<file path="src/rtl/pipeline_hazard_ctrl.sv">
// Stall/flush sequencer for the 5-stage pipeline: load-use bubbles, branch-penalty
// flushes and whole-pipeline freeze while data memory is busy, plus debug counters.
module pipeline_hazard_ctrl #(
  parameter int unsigned REG_W        = 5,
  parameter int unsigned FLUSH_CYCLES = 2,
  parameter int unsigned MAX_WAIT     = 64,
  parameter int unsigned CNT_W        = 16
) (
  input  logic             clk,
  input  logic             reset,
  input  logic [REG_W-1:0] id_rs,
  input  logic [REG_W-1:0] id_rt,
  input  logic             id_uses_rt,
  input  logic             ex_mem_read,
  input  logic [REG_W-1:0] ex_rt,
  input  logic             branch_taken,
  input  logic             mem_stall_req,
  output logic             pc_write,
  output logic             ifid_write,
  output logic             idex_write,
  output logic             exmem_write,
  output logic             idex_bubble,
  output logic             ifid_flush,
  output logic             idex_flush,
  output logic [1:0]       state,
  output logic [CNT_W-1:0] stall_cnt,
  output logic [CNT_W-1:0] flush_cnt,
  output logic             mem_timeout
);

  localparam int unsigned REM_W  = 3;
  localparam int unsigned WAIT_W = $clog2(MAX_WAIT + 1);

  typedef enum logic [1:0] {
    RUN      = 2'd0,
    BR_FLUSH = 2'd1,
    MEM_WAIT = 2'd2,
    ILLEGAL  = 2'd3
  } state_t;

  state_t            state_q, state_nxt, decode_st;
  logic [REM_W-1:0]  rem_q, rem_nxt;
  logic [WAIT_W-1:0] wait_q, wait_nxt;
  logic              ret_q, ret_nxt;
  logic              stall_inc, flush_inc;
  logic              hz;

  assign hz = ex_mem_read & (ex_rt != '0) &
              ((ex_rt == id_rs) | (id_uses_rt & (ex_rt == id_rt)));

  assign state = state_q;

  // Next-state and same-cycle control decode
  always_comb begin
    pc_write    = 1'b0;
    ifid_write  = 1'b0;
    idex_write  = 1'b0;
    exmem_write = 1'b0;
    idex_bubble = 1'b0;
    ifid_flush  = 1'b0;
    idex_flush  = 1'b0;
    state_nxt   = state_q;
    rem_nxt     = rem_q;
    wait_nxt    = wait_q;
    ret_nxt     = ret_q;
    stall_inc   = 1'b0;
    flush_inc   = 1'b0;
    decode_st   = state_q;

    // Leaving MEM_WAIT decodes as the state being returned to, in the same cycle
    if (state_q == MEM_WAIT && !mem_stall_req) begin
      decode_st = ret_q ? BR_FLUSH : RUN;
      wait_nxt  = '0;
      ret_nxt   = 1'b0;
    end

    case (decode_st)
      RUN: begin
        if (mem_stall_req) begin
          state_nxt = MEM_WAIT;
          wait_nxt  = WAIT_W'(1);
          ret_nxt   = 1'b0;
        end else if (branch_taken) begin
          pc_write    = 1'b1;
          ifid_write  = 1'b1;
          idex_write  = 1'b1;
          exmem_write = 1'b1;
          ifid_flush  = 1'b1;
          idex_flush  = 1'b1;
          flush_inc   = 1'b1;
          if (FLUSH_CYCLES > 1) begin
            state_nxt = BR_FLUSH;
            rem_nxt   = REM_W'(FLUSH_CYCLES - 1);
          end else begin
            state_nxt = RUN;
          end
        end else if (hz) begin
          idex_write  = 1'b1;
          exmem_write = 1'b1;
          idex_bubble = 1'b1;
          stall_inc   = 1'b1;
          state_nxt   = RUN;
        end else begin
          pc_write    = 1'b1;
          ifid_write  = 1'b1;
          idex_write  = 1'b1;
          exmem_write = 1'b1;
          state_nxt   = RUN;
        end
      end
      BR_FLUSH: begin
        if (mem_stall_req) begin
          state_nxt = MEM_WAIT;
          wait_nxt  = WAIT_W'(1);
          ret_nxt   = 1'b1;
        end else begin
          pc_write    = 1'b1;
          ifid_write  = 1'b1;
          idex_write  = 1'b1;
          exmem_write = 1'b1;
          ifid_flush  = 1'b1;
          flush_inc   = 1'b1;
          rem_nxt     = rem_q - REM_W'(1);
          state_nxt   = (rem_q == REM_W'(1)) ? RUN : BR_FLUSH;
        end
      end
      MEM_WAIT: begin
        wait_nxt = (wait_q >= WAIT_W'(MAX_WAIT)) ? wait_q : wait_q + WAIT_W'(1);
      end
      default: state_nxt = RUN;
    endcase

    if (reset) begin
      pc_write    = 1'b0;
      ifid_write  = 1'b0;
      idex_write  = 1'b0;
      exmem_write = 1'b0;
      idex_bubble = 1'b0;
      ifid_flush  = 1'b1;
      idex_flush  = 1'b1;
    end
  end

  // State, sequencing counters and saturating debug counters
  always_ff @(posedge clk) begin
    if (reset) begin
      state_q     <= RUN;
      rem_q       <= '0;
      wait_q      <= '0;
      ret_q       <= 1'b0;
      stall_cnt   <= '0;
      flush_cnt   <= '0;
      mem_timeout <= 1'b0;
    end else begin
      state_q <= state_nxt;
      rem_q   <= rem_nxt;
      wait_q  <= wait_nxt;
      ret_q   <= ret_nxt;
      if (stall_inc && stall_cnt != '1) stall_cnt <= stall_cnt + CNT_W'(1);
      if (flush_inc && flush_cnt != '1) flush_cnt <= flush_cnt + CNT_W'(1);
      if (wait_nxt >= WAIT_W'(MAX_WAIT)) mem_timeout <= 1'b1;
    end
  end

endmodule

</file>
<file path="config.mk">
export PLATFORM = sky130hd
export DESIGN_NAME = pipeline_hazard_ctrl
export DESIGN_NICKNAME = d
export VERILOG_FILES = /design/src/rtl/pipeline_hazard_ctrl.sv
export SDC_FILE = /design/constraint.sdc
export NUM_CORES = 1
export LEC_CHECK = 0
export CORE_UTILIZATION = 35
export CTS_CLUSTER_SIZE = 30
export DETAILED_ROUTE_END_ITERATION = 10
export HOLD_SLACK_MARGIN = 0.08
export PLACE_DENSITY_LB_ADDON = 0.2
export SYNTH_ARGS = -nofsm -noshare
export SYNTH_HDL_FRONTEND = slang
export SYNTH_SLANG_ARGS = --single-unit
</file>
<file path="constraint.sdc">
create_clock -name clk -period 2.4 [get_ports clk]
set_clock_uncertainty 0.2 [all_clocks]
set_input_delay 0.48 -clock clk [delete_from_list [all_inputs] [get_ports clk]]
set_output_delay 0.48 -clock clk [all_outputs]
set_load 0.005 [all_outputs]
</file>
## Word level (Yosys, flattened, before mapping)

Cells that the tools add are included.
Widths: inputs -> output; s select.

| storage, ports and cells | value |
|---|---|
| bits in registers | 46 |
| bits of input ports | 21 |
| output and inout port bits | 42 |
| logic and storage cells | 75 |

| operators by class | value |
|---|---|
| $add $sub $neg | 4 |
| order comparisons | 2 |
| equal/unequal tests | 11 |
| mux-type cells | 38 |
| bitwise operators | 4 |
| reduce and logical (&&, ||, !) cells | 9 |

Operators with widths:

| operator | count |
|---|---|
| $add 16x1->16 const B | 2 |
| $ne 16x16->1 const B | 2 |
| $mux 1 | 23 |
| $mux 7 | 3 |
| $ge 7x7->1 const B | 2 |
| $pmux 7 s2 | 1 |
| $eq 5x5->1 | 2 |
| $mux 3 | 3 |
| $add 7x1->7 const B | 1 |
| $mux 2 | 3 |
| $ne 2x2->1 const B | 3 |
| $pmux 1 s2 | 3 |
| $pmux 2 s3 | 1 |
| $pmux 3 s2 | 1 |
| $reduce_bool 5->1 | 1 |
| $eq 2x2->1 const B | 2 |
| $reduce_and 4->1 | 1 |
| $and 1x1->1 | 3 |
| $eq 3x1->1 const B | 1 |
| $logic_and 1x1->1 | 3 |
| $sub 3x1->3 const B | 1 |
| $eq 2x1->1 const B | 1 |
| $logic_not 2->1 | 1 |
| $reduce_bool 2->1 | 1 |
| 3 further kinds | 3 |

## Longest topological paths before layout

Gate-level depths: netlist (run 1).

| depth | value |
|---|---|
| word-level depth | 9 |
| depth in mapped cells | 9 |
| gate-level depth less buffers | 7 |

## Least setup slack after synthesis (run 1)

Ideal clock, no wire load.

| path | value |
|---|---|
| kind | input to register |
| start | input ex_rt[1] |
| end | register stall_cnt[1] |
| setup time | 128 ps |
| data arrival time | 1949 ps |
| required time | 2072 ps |
| slack | 123 ps |
| cell stages on the path | 9 |
| buffers on the path | 3 |
| path through | or4_1 nor2_1 and4bb_1 buf_6 nand3_4 buf_6 buf_12 mux2i_1 nor2_1 |

| between the ends | value |
|---|---|
| longest elaborated chain between the ends | 9 |

RTL lines:

| item | line | text |
|---|---|---|
| start, declared | 15 | `input logic [REG_W-1:0] ex_rt,` |
| $eq 5x5->1 | 49 | `((ex_rt == id_rs) \| (id_uses_rt & (ex_rt == id_rt)));` |
| $and 1x1->1 | 49 |  |
| $or 1x1->1 | 49 |  |
| $and 1x1->1 (*) | 48 | `assign hz = ex_mem_read & (ex_rt != '0) &` |
| $mux 1 (*) | 97 | `end else if (hz) begin` |
| $mux 1 (*) | 83 | `end else if (branch_taken) begin` |
| $mux 1 (*) | 79 | `if (mem_stall_req) begin` |
| $mux 1 (*) | 77 | `case (decode_st)` |
| $logic_and 1x1->1 (*) | 159 | `if (stall_inc && stall_cnt != '1) stall_cnt <= stall_cnt + CNT_W'(1);` |
| end signal, assigned | 159 |  |
| end, declared | 26 | `output logic [CNT_W-1:0] stall_cnt,` |

Mark *: on every way between the ends. The rest lies on a longest branch, timed or not.
A chain may end at the register's enable or synchronous reset.

## Worst setup path in the final report (run 1)

| path | value |
|---|---|
| start | input id_rt[2] |
| end | output ifid_write |

| between the ends | value |
|---|---|
| longest elaborated chain between the ends | 9 |

RTL lines:

| item | line | text |
|---|---|---|
| start, declared | 12 | `input logic [REG_W-1:0] id_rt,` |
| $eq 5x5->1 | 49 |  |
| $and 1x1->1 | 49 |  |
| $or 1x1->1 | 49 |  |
| $and 1x1->1 | 48 |  |
| $mux 1 | 97 |  |
| $mux 1 | 83 |  |
| $mux 1 | 79 |  |
| $pmux 1 s2 | 77 |  |
| $mux 1 | 133 | `if (reset) begin` |
| end, declared | 19 | `output logic ifid_write,` |

No other way between the ends.

==> reports/metrics.yaml, run 1 <==
antenna_found_initial: 0
slew_violations: 0
end_kind: "primary output"
syn_nets: 343
peakVddDrop_uv: 284
r2r_start: "state[0]$_SDFFE_PP0N_"
hp-start: "mem_timeout$_SDFFE_PP0P_"
synthDistinctLibCells: 48
die_w_um: 87.7
fmax_mhz: 425
core_area_mm2: 0.00694
reg2regPathDepth: 9
tightestPinTransition_ns: 0.666
final_cell_mix: "nor2_1, dfxtp_1, clkdlybuf4s50_1, buf_4, nand2_1"
initial_utilization: 0.370
final_common_cell: "nor2_1"
async_flop_share: 0
whs_path_depth: 2
clk-insertion-delay-late_ns: 0.30
regToRegEndpoint: "stall_cnt[4]$_SDFFE_PP0P_"
min_to: "mem_timeout$_SDFFE_PP0P_"
hp-class: "register to register"
status: "finished, final reports clean"
maxCapViolations: 0
first_pass_iters: 4
routedWlPerCell_um: 13.0
drive_gt1_frac: 0.185
layout_min_cycle_time_ns: 2.35
max_slew_margin: 0.552
ios: 63
grt_pass1_vias: 2315
final_nets: 437
synthFlopType: "dfxtp_1"
worst-path-max-fanout: 2
antenna_left: 0
syn_area_mm2: 0.00257
cp.required_ns: 1.72
dp_slack_ns: -0.772
yosys-top-cells-area: "dfxtp_1, nor2_1, xnor2_1"
postLayoutCoreUtil: 0.541
yosysTopAreaCell: "dfxtp_1"
setup_viol: 0
place.port_buffers: 62
p_per_area_mw_per_mm2: 409
startpoint_type: "input pin"
rsz0062_at_grt: "true"
clkTransAtPathRegs_ns: 0.08
drc: 0
min_period_over_period: 0.980
cts_root_buf: "clkbuf_8"
route.final.wire_length_um: 6610
via_per_inst: 5.11
grt_max_degree: 19
dieArea_mm2: 0.00770
grt_overflow: 0
cp_slowest_cell: "clkdlybuf4s50_1"
synth_edf_count: 0
synth.avg_cell_area_um2: 8.14
layout_setup_ws_ns: 0.0488
hpwl_um: 4640
vias: 2593
synthCells: 316
fp.dieH_um: 87.7
hold_violations: 0
dr.first_iter.drc_count: 72
critPathKind: "input pin to primary output"
h-tree-depth: 2
grt_use_total: 0.174
leakage_nw: 1.41
slowest_delay_ns: 0.48
areaGrowthSynthToFinish_pct: 46.2
r2r_setup_slack_ns: 0.13
ys_warn_count: 0
num_rows: 30
critical_path.cell_chain: "clkdlybuf4s50_1, xnor2_1, nand2_1, o22ai_2, buf_6, a31oi_4, buf_2"
ys_ff_latch: 46
cp.arrival_ns: 1.67
cts_sinks: 46
cts-buffers-inserted: 5
cts_tree: "done"
antenna_cells: 0
yosys.area.top_type_share: 0.358
clockBufferDepth: 2
yosysSeqAreaShare: 0.358
place_congestion: 0.834
grt_pass1_wl_um: 10700
-- repair_timing --
item	4_1_cts	5_1_grt
hold buffers	0	0
gates resized for setup	50	27
setup endpoints to repair	23	22
setup buffers	9	2
gates cloned	1	1
pin swaps	7	17
-- cells by family after synthesis --
| logic type | count (synthesis) | share of synthesized area |
|---|---|---|
| XOR/XNOR | 26 | 0.0885 |
| AO/OA/AOI/OAI | 60 | 0.149 |
| AND/OR/NAND/NOR | 143 | 0.289 |
| multiplexers | 7 | 0.0282 |
| adder cells (fa/ha/maj) | 6 | 0.0292 |
| buffers and inverters | 28 | 0.0579 |
| flip-flops | 46 | 0.358 |
-- where the power goes --
group          switching [mW]  leakage, nW  internal, mW
logic                   0.110        0.993         0.131
registers              0.0153        0.373         0.774
clock network           0.273       0.0472         0.232
total                   0.399         1.41          1.14
-- metrics by stage --
stage	area (um^2)	setup TNS (ns)	std cells	hold slack, ns	power (mW)
final	3760	0	507	0.282	1.54
after global routing	3760	-0.0321	507	0.339	1.61
after CTS	3650	-0.0701	505	0.298	1.56
after global placement	3440	-12.00	488	0.267	1.02
after floorplan	2570	0	316	0.263	0.912
after detailed placement	3440	-13.14	488	0.275	1.03
-- routing by layer --
metal / up-vias / part of all wire / track usage
met2: 63 / 0.48 / 0.304
li1: 1320 / - / -
met3: 5 / 0.057 / 0.0377
met4: 0 / 0.0085 / 0.0492
met5: - / 0 / 0
met1: 1205 / 0.46 / 0.216
-- how the worst max path moves through the flow --
| stage | startpoint | endpoint | slack, ns | cells after the start |
|---|---|---|---|---|
| floorplan | ex_rt[1] | stall_cnt[1]$_SDFFE_PP0P_ | 0.12 | 9 |
| global placement | ex_rt[2] | idex_bubble | -0.68 | 7 |
| detailed placement | ex_rt[1] | ifid_write | -0.77 | 6 |
| CTS | ex_rt[1] | ifid_write | -0.04 | 8 |
| global route | state[1]$_SDFFE_PP0N_ | exmem_write | -0.02 | 5 |
| finish | id_rt[2] | ifid_write | 0.05 | 7 |
-- critical path, delay by kind of cell --
kind | cells | cell delay [ns]
compound gates | 2 | 0.23
xor+xnor | 1 | 0.11
buf+inv | 3 | 0.76
simple gates | 1 | 0.08
-- Yosys cell counts (4+ instances only) --
master,n
a21oi_1,18
nor4_1,4
nor3_1,9
clkbuf_1,8
mux2i_1,5
nand3_1,16
a22oi_1,6
o21ai_1,6
or3_1,9
or4_1,4
nor2_1,47
ha_1,6
a31oi_1,5
xor2_1,10
o21ai_0,7
nand4_1,12
dfxtp_1,46
xnor2_1,16
inv_1,12
nand2_1,23
-- cell type report --
cell class	instances	area, um^2
clock buffers	6	82.6
well taps	96	120
fillers	664	3180
inverters	13	48.8
clock inverters	2	12.5
flip-flops and latches	46	927
repair buffers	101	980
multi-input cells	243	1590
-- sequential cells by signal (all words and copies together) (netlist names) --
signal / flops
state: 2
ret_q: 1
rem_q: 3
stall_cnt: 16
mem_timeout: 1
flush_cnt: 16
wait_q: 7
Note: power is estimated with default switching activity, not from simulation.
==> run 2: changes to the inputs <==
CORE_ASPECT_RATIO = 0.75   (was not set)
==> reports/metrics.yaml, run 2 (same netlist as run 1, synthesis figures left out) <==
peakVddDrop_uv: 229  # was 284 uV
place.port_buffers: 62  # unchanged
cpMostUsedCell: "buf_6"
fmax_mhz: 417  # was 425 MHz
hold_violations: 0  # unchanged
p_per_area_mw_per_mm2: 433  # was 409 mW/mm^2
tightestPinTransition_ns: 0.638  # was 0.666 ns
clk-insertion-delay-late_ns: 0.30  # about the same
p_total_mw: 1.61  # was 1.54 mW
grt_max_degree: 46  # was 19
finalSetupTns_ns: -0.000455  # was 0 ns
critPathKind: "input pin to primary output"  # unchanged
status: "finished with violations"  # was finished, final reports clean
end_kind: "primary output"  # unchanged
drive_gt1_frac: 0.188  # was 0.185
die_w_um: 101  # was 87.7 um
h-tree-depth: 2  # unchanged
via_per_inst: 5.11  # about the same
dieArea_mm2: 0.00770  # about the same
final_nets: 441  # was 437
slew_violations: 0  # unchanged
vias: 2621  # was 2593
core_area_mm2: 0.00696  # was 0.00694 mm^2
clockBufferDepth: 2  # unchanged
cp.arrival_ns: 1.72  # was 1.67 ns
final_common_cell: "nor2_1"  # unchanged
place_congestion: 0.839  # was 0.834
cts-buffers-inserted: 5  # unchanged
fp.dieH_um: 76.2  # was 87.7 um
drc: 0  # unchanged
first_pass_iters: 4  # unchanged
critical_path.cell_chain: "buf_6, or4_4, nor2_4, nor3b_2, a31oi_2, buf_4, buf_6"  # was clkdlybuf4s50_1, xnor2_1, nand2_1, o22ai_2, buf_6, a31oi_4, buf_2
layout_min_cycle_time_ns: 2.40  # was 2.35 ns
cp_slowest_cell: "or4_4"  # was clkdlybuf4s50_1
routedWlPerCell_um: 13.3  # was 13.0 um
initial_utilization: 0.370  # about the same
cts_sinks: 46  # unchanged
violations: "negative setup slack"
max_slew_margin: 0.570  # was 0.552
clkTransAtPathRegs_ns: 0.09  # was 0.08 ns
cts_tree: "done"  # unchanged
maxCapViolations: 0  # unchanged
final_cell_mix: "nor2_1, dfxtp_1, buf_4, clkdlybuf4s50_1, nand2_1"  # was nor2_1, dfxtp_1, clkdlybuf4s50_1, buf_4, nand2_1
slowest_delay_ns: 0.54  # was 0.48 ns
hold_slack_ns: 0.283  # was 0.282 ns
hpwl_um: 4800  # was 4640 um
grt_pass1_wl_um: 11400  # was 10700 um
hp-class: "register to register"  # unchanged
grt_pass1_vias: 2391  # was 2315
rsz0062_at_grt: "true"  # unchanged
ios: 63  # unchanged
antenna_found_initial: 0  # unchanged
grt_use_total: 0.184  # was 0.174
dr.first_iter.drc_count: 140  # was 72
setup_viol: 1  # was 0
antenna_left: 0  # unchanged
cts_root_buf: "clkbuf_8"  # unchanged
grt_overflow: 0  # unchanged
worst-path-max-fanout: 2  # unchanged
antenna_cells: 0  # unchanged
startpoint_type: "input pin"  # unchanged
areaGrowthSynthToFinish_pct: 44.2  # was 46.2%
cp.required_ns: 1.72  # about the same
leakage_nw: 1.38  # was 1.41 nW
reg_top3: "flush_cnt (16), stall_cnt (16), wait_q (7)"  # unchanged
num_rows: 26  # was 30
min_period_over_period: 1.00  # was 0.980
route.final.wire_length_um: 6840  # was 6610 um
layout_setup_ws_ns: -0.000455  # was 0.0488 ns
-- run 2: final timing paths --
check	startpoint	endpoint	slack, ns	cells after the start
max	ex_rt[2]	ifid_write	-0.0005	7
min	mem_timeout$_SDFFE_PP0P_	mem_timeout$_SDFFE_PP0P_	0.28	2
max reg2reg	state[1]$_SDFFE_PP0N_	flush_cnt[5]$_SDFFE_PP0P_	0.15	8
min reg2reg	mem_timeout$_SDFFE_PP0P_	mem_timeout$_SDFFE_PP0P_	0.28	2
-- run 2: critical path: cells and delay by family --
kind	cells	cell delay (ns)
AO/OA/AOI/OAI	1	0.19
buffers and inverters	3	0.33
AND/OR/NAND/NOR	3	0.72
-- run 2: report_power, final --
group | switching [mW] | total, mW | internal, mW
registers | 0.0144 | 0.789 | 0.774
clock network | 0.271 | 0.582 | 0.311
logic | 0.112 | 0.237 | 0.125
-- run 2: stage by stage --
step / area, um^2 / util / instances / setup slack (ns)
finish: 3710 / 0.533 / 513 / -0.000455
global route: 3710 / 0.533 / 513 / -0.0352
CTS: 3660 / 0.526 / 513 / -0.118
detailed placement: 3490 / 0.501 / 496 / -0.727
global placement: 3490 / 0.501 / 496 / -0.632
floorplan: 2570 / - / 316 / 0.123
-- run 2: cell type report --
type	instances	area (um^2)
Tap cell	98	123
Multi-Input combinational cell	242	1560
Clock inverter	2	37.5
Sequential cell	46	922
Inverter	13	48.8
Timing Repair Buffer	106	946
Fill cell	706	3250
Clock buffer	6	72.6
-- run 2: timing repair --
item | in CTS | in global routing
pin swaps | 17 | 11
setup buffers | 9 | 1
endpoints found under the setup margin | 21 | 23
hold buffers | 0 | 0
resized for setup | 51 | 15
-- run 2: layer usage --
layer	up-vias	global-route usage	part of all wire
met1	1234	0.264	0.52
met4	0	0.0565	0.013
met3	9	0.0422	0.049
met5	-	0	0
li1	1324	-	-
met2	54	0.273	0.42
==> run 3: changes to the inputs <==
==> constraint.sdc (replaced) <==
create_clock -name clk -period 2.4 [get_ports clk]
set_clock_uncertainty 0.2 [all_clocks]
set_input_delay 0.36 -clock clk [delete_from_list [all_inputs] [get_ports clk]]
set_output_delay 0.36 -clock clk [all_outputs]
set_load 0.005 [all_outputs]
==> reports/metrics.yaml, run 3 (same netlist as run 1, synthesis figures left out) <==
dp_slack_ns: -0.405  # was -0.727 ns
areaGrowthSynthToFinish_pct: 42.1  # was 44.2%
p_total_mw: 1.72  # was 1.61 mW
h-tree-depth: 2  # unchanged
seq_area_um2: 923  # was 922 um^2
antenna_found_initial: 0  # unchanged
pwr-share-seq: 0.460  # was 0.491
first_pass_iters: 4  # unchanged
min_period_over_period: 0.964  # was 1.00
reg2regPathDepth: 7  # was 8
place.port_buffers: 62  # unchanged
whs_path_depth: 2  # unchanged
leakage_nw: 1.32  # was 1.38 nW
layout_min_cycle_time_ns: 2.31  # was 2.40 ns
clk-insertion-delay-late_ns: 0.30  # about the same
final_cells: 506  # was 513
place_congestion: 0.807  # was 0.839
drive_gt1_frac: 0.150  # was 0.188
clkTransAtPathRegs_ns: 0.09  # about the same
comb_power_share: 0.126  # was 0.147
dr.first_iter.drc_count: 149  # was 140
grt_overflow: 0  # unchanged
setup_viol: 0  # was 1
grt_max_degree: 28  # was 46
intPower_mw: 1.33  # was 1.21 mW
peakVddDrop_uv: 316  # was 229 uV
hold_buffers: 0  # unchanged
hold_violations: 0  # unchanged
grt_pass1_wl_um: 10800  # was 11400 um
cts_sinks: 46  # unchanged
cts-buffers-inserted: 5  # unchanged
grt_pass1_vias: 2355  # was 2391
route.final.wire_length_um: 6500  # was 6840 um
design_area_mm2: 0.00365  # was 0.00371 mm^2
end_kind: "primary output"  # unchanged
p_clk_frac: 0.413  # was 0.362
core_area_mm2: 0.00696  # unchanged
final_common_cell: "clkdlybuf4s50_1"  # was nor2_1
dieArea_mm2: 0.00770  # unchanged
p_per_area_mw_per_mm2: 470  # was 433 mW/mm^2
tightestPinTransition_ns: 0.502  # was 0.638 ns
cp.required_ns: 1.84  # was 1.72 ns
slew_violations: 0  # unchanged
slowest_delay_ns: 0.56  # was 0.54 ns
critical_path.cell_chain: "clkdlybuf4s15_1, or4_4, nor2_4, buf_6, buf_4, nor3b_1, a31oi_1, buf_2"  # was buf_6, or4_4, nor2_4, nor3b_2, a31oi_2, buf_4, buf_6
num_rows: 26  # unchanged
max_slew_margin: 0.662  # was 0.570
multiInputGateArea_mm2: 0.00152  # was 0.00156 mm^2
vias: 2572  # was 2621
cp.arrival_ns: 1.75  # was 1.72 ns
routedWlPerCell_um: 12.8  # was 13.3 um
reg_top3: "flush_cnt (16), stall_cnt (16), wait_q (7)"  # unchanged
final_cell_mix: "clkdlybuf4s50_1, nor2_1, dfxtp_1, buf_4, nand2_1"  # was nor2_1, dfxtp_1, buf_4, clkdlybuf4s50_1, nand2_1
die_w_um: 101  # unchanged
dpl.cell_count: 494  # was 496
via_per_inst: 5.08  # was 5.11
netSwitchingPower_mw: 0.383  # was 0.398 mW
startpoint_type: "input pin"  # unchanged
cts_root_buf: "clkbuf_8"  # unchanged
ios: 63  # unchanged
maxCapViolations: 0  # unchanged
fmax_mhz: 432  # was 417 MHz
drc: 0  # unchanged
antenna_left: 0  # unchanged
hpwl_um: 4660  # was 4800 um
worst-path-max-fanout: 2  # unchanged
hp-class: "register to register"  # unchanged
critPathKind: "input pin to primary output"  # unchanged
status: "finished, final reports clean"  # was finished with violations
placed_area_mm2: 0.00348  # was 0.00349 mm^2
initial_utilization: 0.370  # unchanged
grt_use_total: 0.172  # was 0.184
cp_slowest_cell: "or4_4"  # unchanged
cts_tree: "done"  # unchanged
switching_share: 0.223  # was 0.247
fill_cells: 675  # was 706
clockBufferDepth: 2  # unchanged
final_nets: 434  # was 441
antenna_cells: 0  # unchanged
layout_setup_ws_ns: 0.0855  # was -0.000455 ns
fp.dieH_um: 76.2  # unchanged
[run 3: layout make-up]
class | count | area share
Sequential cell | 46 | 0.253
Inverter | 13 | 0.0134
Clock inverter | 2 | 0.0164
Clock buffer | 6 | 0.0226
Timing Repair Buffer | 99 | 0.246
Tap cell | 98 | 0.0336
Multi-Input combinational cell | 242 | 0.415
[run 3: final timing paths]
path	slack (ns)	start	endpoint
setup / recovery	0.09	ex_rt[1]	ifid_write
hold / removal	0.28	mem_timeout$_SDFFE_PP0P_	mem_timeout$_SDFFE_PP0P_
setup reg to reg	0.14	ret_q$_SDFF_PP0_	flush_cnt[15]$_SDFFE_PP0P_
hold reg to reg	0.28	mem_timeout$_SDFFE_PP0P_	mem_timeout$_SDFFE_PP0P_
[run 3: critical path: cells and delay by family]
family | cells | cell delay (ns)
simple gates | 3 | 0.71
compound gates | 1 | 0.18
buf+inv | 4 | 0.52
[run 3: metrics by stage]
stage                     utilization  setup TNS (ns)  hold slack (ns)
after floorplan                     -               0            0.263
after global placement          0.499           -5.81            0.255
after detailed placement        0.499           -6.01            0.262
after CTS                       0.522               0            0.285
after global routing            0.525        -0.00743            0.326
final                           0.525               0            0.283
[run 3: repair_timing]
| action | in CTS | in global routing |
|---|---|---|
| endpoints found under the setup margin | 6 | 4 |
| setup buffers | 4 | 0 |
| gates resized for setup | 21 | 8 |
| pin swaps | 5 | 3 |
[run 3: power by group through the flow]
stage | sequential [mW] | clock (mW) | combinational (mW)
after floorplan | 0.804 | 0 | 0.108
after global placement | 0.807 | 0 | 0.215
final | 0.790 | 0.710 | 0.217
after global routing | 0.793 | 0.761 | 0.238
after detailed placement | 0.807 | 0 | 0.218
after CTS | 0.790 | 0.725 | 0.215
[run 3: metal layers]
layer / up-vias / track usage / share of wire
li1: 1309 / - / -
met5: - / 0 / 0
met4: 0 / 0.0406 / 0.0068
met3: 5 / 0.0413 / 0.062
met2: 69 / 0.264 / 0.41
met1: 1189 / 0.241 / 0.52
==> variant, RTL diff (flow settings as in run 3) <==
Change the parameter `CNT_W` from 16 to 32.
--- a/src/rtl/pipeline_hazard_ctrl.sv
+++ b/src/rtl/pipeline_hazard_ctrl.sv
@@ -4,7 +4,7 @@
   parameter int unsigned REG_W        = 5,
   parameter int unsigned FLUSH_CYCLES = 2,
   parameter int unsigned MAX_WAIT     = 64,
-  parameter int unsigned CNT_W        = 16
+  parameter int unsigned CNT_W        = 32
 ) (
   input  logic             clk,
   input  logic             reset,
Ports: changed (resized flush_cnt and stall_cnt); port bits go from 63 to 95. The function was not compared with the original's and may differ.
==> variant against run 3 <==
Worst setup slack got worse by 0.035 ns; critical endpoint is now stall_cnt[10]; total power rose by 79%; design area rose by 71%; area after synthesis rose by 63%; count of clock-buffer cells in the layout rose by 6; sequential power rose by 67%; final cell count rose by 67%; critical path depth rose by 3; sequential cell count rose by 32; wire length rose by 90%.
==> variant: results (changes against run 3) <==
Parameter                              Value

Yosys
  Syn_area_per_cell    8.12 um2 (-0.26%)
  Area contributors post-synth    sky130_fd_sc_hd__dfxtp_1 37%, sky130_fd_sc_hd__nor2_1 6.3%, sky130_fd_sc_hd__xor2_1 4.8%
  Post-synthesis sequential area ratio    37.2% (+1.4 points)

Power and ir drop
  Static power due to leakage    2.28 nW (+74%)
  Total combinational power    0.280 mW (+29%)
  Clock group total power    1.47 mW (+110%)
  IR drop worst, VDD    0.372 mV (+18%)
  Clk pwr share    47.8% (+6.5 points)

Place
  Placed standard-cell area    5720 um2 (+65%)
  Final estimated routing congestion in global placement    0.779 (-3.5%)
  Placed Instances    818 (+66%)
  Dpl hpwl    8.54 mm (+83%)

Setup path
  Start point of the critical path    ex_rt[3]
  End point of the critical path    stall_cnt[10]
  RR Endpoint    stall_cnt[1]
  Number of cell instances on the worst register-to-register path    8 (+1)
  FF-to-FF setup slack    0.12 ns (-0.02 ns)
  RR Startpoint    stall_cnt[18]
  Largest driver fanout on the critical path    5 (+3)

Clock network
  Root Buffer Master    sky130_fd_sc_hd__clkbuf_16
  CTS resizes    40 (+90%)
  Number of buffers created by CTS    9 (+4)
  Clock-pin slew on the worst setup and hold paths    0.06 ns (-0.03 ns)
  Worst-Skew Late Latency    0.33 ns (+0.03 ns)
  H-tree depth    3 (+1)
  Setup Buffers After CTS    8 (+4)

GRT
  Vias in the first global route    4,028 (+71%)
  M2 GR Usage    29.9% (+3.4 points)
  Gr usage total    19.8% (+2.6 points)
  Met3 Use GR    4.81% (+0.68 points)
  Global-route wire length before repair    19.8 mm (+83%)
  Maximum number of pins on one net before global-route repair    55 (+96%)
  GRT met1 Usage    28.1% (+4.0 points)

Worst hold path
  HP Class    input pin to register
  Min-delay src    reset

Finish
  Number of filler instances in the final layout    1,092 (+62%)
  Fraction of layout cells with a size suffix above 1    20.5% (+5.5 points)
  Largest registers    flush_cnt x32, stall_cnt x32, wait_q x7
  Total Nets Final    706 (+63%)

STA
  Transition time at the pin with the least slew margin    0.582 ns (+0.0797 ns)
  Worst Hold Slack    0.123 ns (-0.159 ns)

Route
  Via count    4,354 (+69%)
  Amount of wire on met3 after detailed routing    718 um (+77%)

Run status
  Result of the run    finished, final reports clean
==> variant: changes by cell type in the layout (fill, tap and decap cells not counted), moves of 11 or more <==
cell and delta:
sky130_fd_sc_hd__buf_4 +33, sky130_fd_sc_hd__dfxtp_1 +32, sky130_fd_sc_hd__clkdlybuf4s50_1 +26, sky130_fd_sc_hd__nand2_1 +23
sky130_fd_sc_hd__nor2_1 +22, sky130_fd_sc_hd__xor2_1 +13, sky130_fd_sc_hd__nand4_1 +11, sky130_fd_sc_hd__o21ai_0 +11
==> variant: final cells by class <==
class / instances / area (um2) / area share, %
multi-input cells: 400 / 2610 / 41.6
flip-flops and latches: 78 / 1560 / 25.0
repair buffers: 171 / 1500 / 24.0
clock buffers: 12 / 246 / 3.94
well taps: 162 / 203 / 3.24
inverters: 19 / 71.3 / 1.14
clock inverters: 4 / 70.1 / 1.12
==> variant: logic make-up (layout without fill, tap and decap cells) <==
group	Yosys count	in the layout	share of synthesized area (%)
flip-flops	78	78	37.2
buffers and inverters	39	206	4.08
multiplexers	6	6	1.49
AND/OR/NAND/NOR	253	253	31.8
adder cells (fa/ha/maj)	6	6	1.79
XOR/XNOR	45	45	9.39
AO/OA/AOI/OAI	90	90	14.2
==> variant: worst max-delay path, cell delays in order <==
cell and delay [ns]:
sky130_fd_sc_hd__clkdlybuf4s15_1 0.22, sky130_fd_sc_hd__xnor2_1 0.18, sky130_fd_sc_hd__nand4_1 0.14, sky130_fd_sc_hd__buf_4 0.16, sky130_fd_sc_hd__buf_4 0.12, sky130_fd_sc_hd__buf_4 0.13, sky130_fd_sc_hd__o22ai_4 0.25, sky130_fd_sc_hd__nand4_1 0.21
sky130_fd_sc_hd__buf_6 0.18, sky130_fd_sc_hd__or3_1 0.34, sky130_fd_sc_hd__a21oi_1 0.12
